<file path="config.mk">
export PLATFORM = sky130hd
export DESIGN_NAME = vga_timing
export DESIGN_NICKNAME = d
export VERILOG_FILES = /design/src/rtl/vga_timing.sv
export SDC_FILE = /design/constraint.sdc
export NUM_CORES = 1
export LEC_CHECK = 0
export ABC_AREA = 1
export ABC_CLOCK_PERIOD_IN_PS = 1700
export BUFFER_PORTS_ARGS = -buffer_cell sky130_fd_sc_hd__buf_2
export CORE_UTILIZATION = 50
export CTS_CLUSTER_DIAMETER = 200
export DETAILED_ROUTE_END_ITERATION = 8
export HOLD_SLACK_MARGIN = 0.15
export MAX_ROUTING_LAYER = met4
export PLACE_DENSITY = 0.88
export SKIP_LAST_GASP = 1
export SLEW_MARGIN = 20
export SYNTH_ARGS = -nofsm -noshare
export SYNTH_HDL_FRONTEND = slang
export SYNTH_SLANG_ARGS = --single-unit
</file>
<file path="constraint.sdc">
create_clock -name clk -period 1.7 [get_ports clk]
set_input_delay 0.255 -clock clk [delete_from_list [all_inputs] [get_ports clk]]
set_output_delay 0.255 -clock clk [all_outputs]
set_load 0.05 [all_outputs]
</file>
<file path="src/rtl/vga_timing.sv">
// rtl/vga_timing.sv - VGA raster timing generator with delayed sync/blank and line/vblank pulses
module vga_timing #(
  parameter int H_ACTIVE   = 640,
  parameter int H_FP       = 16,
  parameter int H_SYNC     = 96,
  parameter int H_BP       = 48,
  parameter int V_ACTIVE   = 480,
  parameter int V_FP       = 10,
  parameter int V_SYNC     = 2,
  parameter int V_BP       = 33,
  parameter int HS_POL     = 0,
  parameter int VS_POL     = 0,
  parameter int SYNC_DELAY = 2
) (
  input  logic       clk,
  input  logic       rst,
  input  logic       en,
  input  logic [9:0] line_cmp,
  output logic [9:0] posx,
  output logic [8:0] posy,
  output logic       active,
  output logic       hsync,
  output logic       vsync,
  output logic       blank,
  output logic       vblank_pulse,
  output logic       line_irq,
  output logic [7:0] frame_cnt
);

  localparam int HT = H_ACTIVE + H_FP + H_SYNC + H_BP;
  localparam int VT = V_ACTIVE + V_FP + V_SYNC + V_BP;

  localparam logic [9:0] H_LAST   = 10'(HT - 1);
  localparam logic [9:0] V_LAST   = 10'(VT - 1);
  localparam logic [9:0] H_ACT    = 10'(H_ACTIVE);
  localparam logic [9:0] V_ACT    = 10'(V_ACTIVE);
  localparam logic [9:0] HS_START = 10'(H_ACTIVE + H_FP);
  localparam logic [9:0] HS_END   = 10'(H_ACTIVE + H_FP + H_SYNC - 1);
  localparam logic [9:0] VS_START = 10'(V_ACTIVE + V_FP);
  localparam logic [9:0] VS_END   = 10'(V_ACTIVE + V_FP + V_SYNC - 1);

  localparam logic HS_ON = (HS_POL != 0);
  localparam logic VS_ON = (VS_POL != 0);

  // Idle (reset) value of the {hsync, vsync, blank} bundle
  localparam logic [2:0] SYNC_IDLE = {~HS_ON, ~VS_ON, 1'b1};

  logic [9:0] h_cnt_q, h_cnt_d;
  logic [9:0] v_cnt_q, v_cnt_d;
  logic [7:0] frame_cnt_q, frame_cnt_d;
  logic       h_wrap, v_wrap;
  logic       irq_set, vb_set;
  logic       line_irq_q, vblank_q;
  logic       active_raw;
  logic [2:0] sync_raw;

  // Next-state for the raster counters and the frame counter
  always_comb begin
    h_wrap      = (h_cnt_q == H_LAST);
    v_wrap      = (v_cnt_q == V_LAST);
    h_cnt_d     = h_wrap ? 10'd0 : h_cnt_q + 10'd1;
    v_cnt_d     = v_cnt_q;
    frame_cnt_d = frame_cnt_q;
    if (h_wrap) begin
      if (v_wrap) begin
        v_cnt_d     = 10'd0;
        frame_cnt_d = frame_cnt_q + 8'd1;
      end else begin
        v_cnt_d = v_cnt_q + 10'd1;
      end
    end
    // A pulse is armed on the edge that moves the counters onto a line start
    irq_set = h_wrap && (v_cnt_d == line_cmp);
    vb_set  = h_wrap && (v_cnt_d == V_ACT);
  end

  // Raster counters advance only on enabled clocks
  always_ff @(posedge clk or posedge rst) begin
    if (rst) begin
      h_cnt_q     <= 10'd0;
      v_cnt_q     <= 10'd0;
      frame_cnt_q <= 8'd0;
    end else if (en) begin
      h_cnt_q     <= h_cnt_d;
      v_cnt_q     <= v_cnt_d;
      frame_cnt_q <= frame_cnt_d;
    end
  end

  // Pulse flags hold through disabled clocks so the pulse lands on one enabled clock
  always_ff @(posedge clk or posedge rst) begin
    if (rst) begin
      line_irq_q <= 1'b0;
      vblank_q   <= 1'b0;
    end else if (en) begin
      line_irq_q <= irq_set;
      vblank_q   <= vb_set;
    end
  end

  assign line_irq     = line_irq_q & en;
  assign vblank_pulse = vblank_q & en;

  // Undelayed raster decode straight from the counters
  always_comb begin
    active_raw  = (h_cnt_q < H_ACT) && (v_cnt_q < V_ACT);
    sync_raw[2] = ((h_cnt_q >= HS_START) && (h_cnt_q <= HS_END)) ? HS_ON : ~HS_ON;
    sync_raw[1] = ((v_cnt_q >= VS_START) && (v_cnt_q <= VS_END)) ? VS_ON : ~VS_ON;
    sync_raw[0] = ~active_raw;
  end

  assign posx      = h_cnt_q;
  assign posy      = (v_cnt_q < V_ACT) ? v_cnt_q[8:0] : 9'd0;
  assign active    = active_raw;
  assign frame_cnt = frame_cnt_q;

  generate
    if (SYNC_DELAY == 0) begin : g_nodly
      // Pass-through; still forced idle during reset since counters read (0,0) = active
      assign {hsync, vsync, blank} = rst ? SYNC_IDLE : sync_raw;
    end else begin : g_dly
      logic [2:0] pipe_q [SYNC_DELAY];

      // Delay line for sync/blank, advancing only on enabled clocks
      always_ff @(posedge clk or posedge rst) begin
        if (rst) begin
          for (int i = 0; i < SYNC_DELAY; i++) pipe_q[i] <= SYNC_IDLE;
        end else if (en) begin
          pipe_q[0] <= sync_raw;
          for (int i = 1; i < SYNC_DELAY; i++) pipe_q[i] <= pipe_q[i-1];
        end
      end

      assign {hsync, vsync, blank} = pipe_q[SYNC_DELAY-1];
    end
  endgenerate

endmodule

</file>
==> run_results.csv <==
group,metric,value,unit
logic_synthesis,synth_cells,348,
critical_path,crit_type,"reg -> reg",
power,powerDensity,956,mW/mm2
outcome,violations,"setup timing",
grt,busiest_layer,"met2",
logic_synthesis,synth_nets,368,
route,wl,7930,um
layout,n_antenna_cell,0,
timing,setup_violations,13,
route,wl_per_cell,15.4,um
clock_tree,clk_transition_reported_paths,80,ps
logic_synthesis,yosys.area.top_type,"dfrtp_1",
place,gp_congestion,0.934,
place,post-place-ws,-67.1,ps
timing,fin_crit,1840,ps
logic_synthesis,ys_ff_latch,36,
timing,hold_ws,356,ps
grt,grt_max_degree,23,
power,max-vdd-ir-drop,0.00113,V
layout,area_delta_synth_final,45.1,%
grt,met3_usage,0.0708,
clock_tree,h-tree-depth,2,
run,drv_cap,0,
route,routed_via_density,5.40,
grt,grt_use_met1,0.344,
layout,fillers,334,
critical_path,cp.required,1890,ps
clock_tree,cts-root-buf,"clkbuf_8",
place,portBuffers,45,
grt,grt_pass1_vias,2488,
clock_tree,cts_buffer_depth,2,
layout,design_area,0.00359,mm2
power,p_leak,1.90,nW
hold_path,hold_path_depth,6,
layout,final_core_util,0.755,
timing,hold_viol_final,0,
clock_tree,clk_latency,300,ps
grt,overflow,0,
timing,max_freq,542,MHz
layout,layout.cells.non_filler,516,
critical_path,crit_buf_inv,2,
route,vias,2784,
critical_path,end_kind,"flop",
timing,layout_setup_ws,-145,ps
timing,maxSlewViolCount,0,
floorplanning,start_util,0.520,
floorplanning,die_y,72.3,um
timing,skew,9.32,ps
logic_synthesis,yosys.area.top_type_share,0.303,
grt,use_met2,0.495,
timing,worstMarginPinSlew,482,ps
clock_tree,cts_tree,"done",
route,ant_nets,0,
critical_path,cp-start-kind,"flop",
floorplanning,design.core.area,0.00475,mm2
critical_path,cp_slowest_cell,"dfrtp_2",
grt,grt_pass1_wl,11500,um
floorplanning,num_rows,25,
layout,regArea,926,um2
logic_synthesis,async_reset_ff_frac,1.00,
critical_path,path_delay_family,"simple AND/OR/NAND/NOR gates",
timing,relSlewSlack,0.678,
logic_synthesis,seq_area_frac_synth,0.367,
layout,layout-drive-gt1-share,0.441,
hold_path,min_path_type,"in -> reg",
critical_path,path_cells,"inv_2, ha_4, nand2_4, nor2_4, nand3_4, inv_2, nand3_4, nor2_2, nand3_1, xnor2_1",
floorplanning,ios,46,
logic_synthesis,synth.avg_cell_area,7.11,um2
place,dp.cells,491,
logic_synthesis,synth_area_leaders,"dfrtp_1 30%, nand2_1 16%, inv_1 7.7%",
critical_path,cp_max_fo,7,
route,drt_iter0_drc,294,
timing,fin_crit_sh,1.09,
clock_tree,numCtsBuffers,5,
place,placed_area,0.00311,mm2
clock_tree,clock_sinks,36,
floorplanning,dieArea,0.00523,mm2
grt,grt.total_usage,0.302,
critical_path,rr_worst_depth,10,
floorplanning,die_x,72.3,um
route,dr.pass1.iters,5,
outcome,status,"complete, but fails checks",
logic_synthesis,synth_edf_count,0,
logic_synthesis,synth_flop_cell,"dfrtp_1",
logic_synthesis,ys_types,34,
critical_path,slowest_delay,450,ps
place,hpwl,5070,um
timing,rsz0062_at_grt,"true",
critical_path,critPathArrivalTime,2040,ps
logic_synthesis,synthesis.area,0.00247,mm2
layout,multi_input_area,0.00151,mm2
layout,fin_nets,468,
critical_path,path_depth,10,
route,drc,0,
logic_synthesis,synth_warnings,0,
grt,antenna_found_initial,0,
sequential cells by signal (all words and copies together), names as in the netlist:
name and count:
blank 1, frame_cnt 8, g_dly.pipe_q 3, hsync 1, line_irq_q 1, posx 10, v_cnt_q 10, vblank_q 1
vsync 1
final cells by class:
type / count / share of cell area
Multi-Input combinational cell: 245 / 0.420
Sequential cell: 36 / 0.258
Timing Repair Buffer: 101 / 0.211
Inverter: 59 / 0.0631
Tap cell: 67 / 0.0234
Clock buffer: 5 / 0.0192
Clock inverter: 3 / 0.00523
cells by family (layout without fill, tap and decap cells):
logic type / count (synthesis) / in the layout / share of synthesized area
fa+ha+maj: 7 / 7 / 0.0354
flops: 36 / 36 / 0.367
compound gates: 30 / 30 / 0.0632
simple gates: 196 / 196 / 0.379
xor+xnor: 11 / 11 / 0.0420
mux: 1 / 1 / 0.00455
buf+inv: 67 / 168 / 0.109
through the flow:
step           setup TNS, ps  power, W
6_report                -678   0.00343
5_1_grt                -1700   0.00360
4_1_cts                -31.8   0.00332
3_5_place_dp            -406   0.00257
3_3_place_gp            -284   0.00253
2_1_floorplan           -258   0.00210
cell usage after synthesis, types with 6 or more instances:
library cell,instances
nand4_1,9
inv_2,7
nand2_1,104
xor2_1,6
o21ai_0,20
dfstp_2,6
nor2_1,26
inv_1,51
a21oi_1,7
nand2_2,7
ha_1,7
nor3_1,7
dfrtp_1,30
nand3_1,26
tightest hold or removal path, delay by kind of cell:
family,cells,cell delay (ps)
AND/OR/NAND/NOR,5,260
buffers and inverters,1,100
routing by layer:
layer / wire [um] / part of all wire
met5: 0 / 0
met1: 3070 / 0.39
met4: 377 / 0.048
met3: 502 / 0.063
met2: 3980 / 0.50
path summary, 6_finish.rpt:
check                             startpoint               to  slack, ps
worst max-delay path              v_cnt_q[1]     frame_cnt[5]       -140
worst min register to register  frame_cnt[7]     frame_cnt[7]        470
worst min-delay path             line_cmp[2]       line_irq_q        360
min in group asynchronous                rst          posx[2]        510
max in group asynchronous                rst  g_dly.pipe_q[3]        630
worst max register to register    v_cnt_q[1]     frame_cnt[5]       -140
cell usage in the layout (no fill, tap or decap), drive strengths merged:
cell and count:
inv 58, o22ai 1, and3 2, a21oi 7, xor2 6, a31oi 1, ha 7, xnor2 5
nand4 9, nor2 32, dfstp 6, nand3b 4, nor3 7, o21ai 20, dlygate4sd3 1, clkinv 4
buf 99, nand2 111, clkbuf 6, a2111oi 1, dfrtp 30, nand3 31, mux2 1
power by group:
group	leakage, nW	switching (W)	internal, W	total (W)
registers	0.430	0.000142	0.000995	0.00114
clock network	0.0479	0.000340	0.000286	0.000626
logic	1.42	0.00109	0.000572	0.00167
total	1.90	0.00158	0.00185	0.00343
what timing repair did:
| item | 4_1_cts | 5_1_grt |
|---|---|---|
| endpoints found under the hold margin | 8 | 0 |
| setup buffers | 12 | 4 |
| pin swaps | 9 | 6 |
| endpoints found under the setup margin | 16 | 20 |
| hold buffers | 1 | 0 |
| gates resized for setup | 41 | 36 |
(Power assumes the default switching activity.)
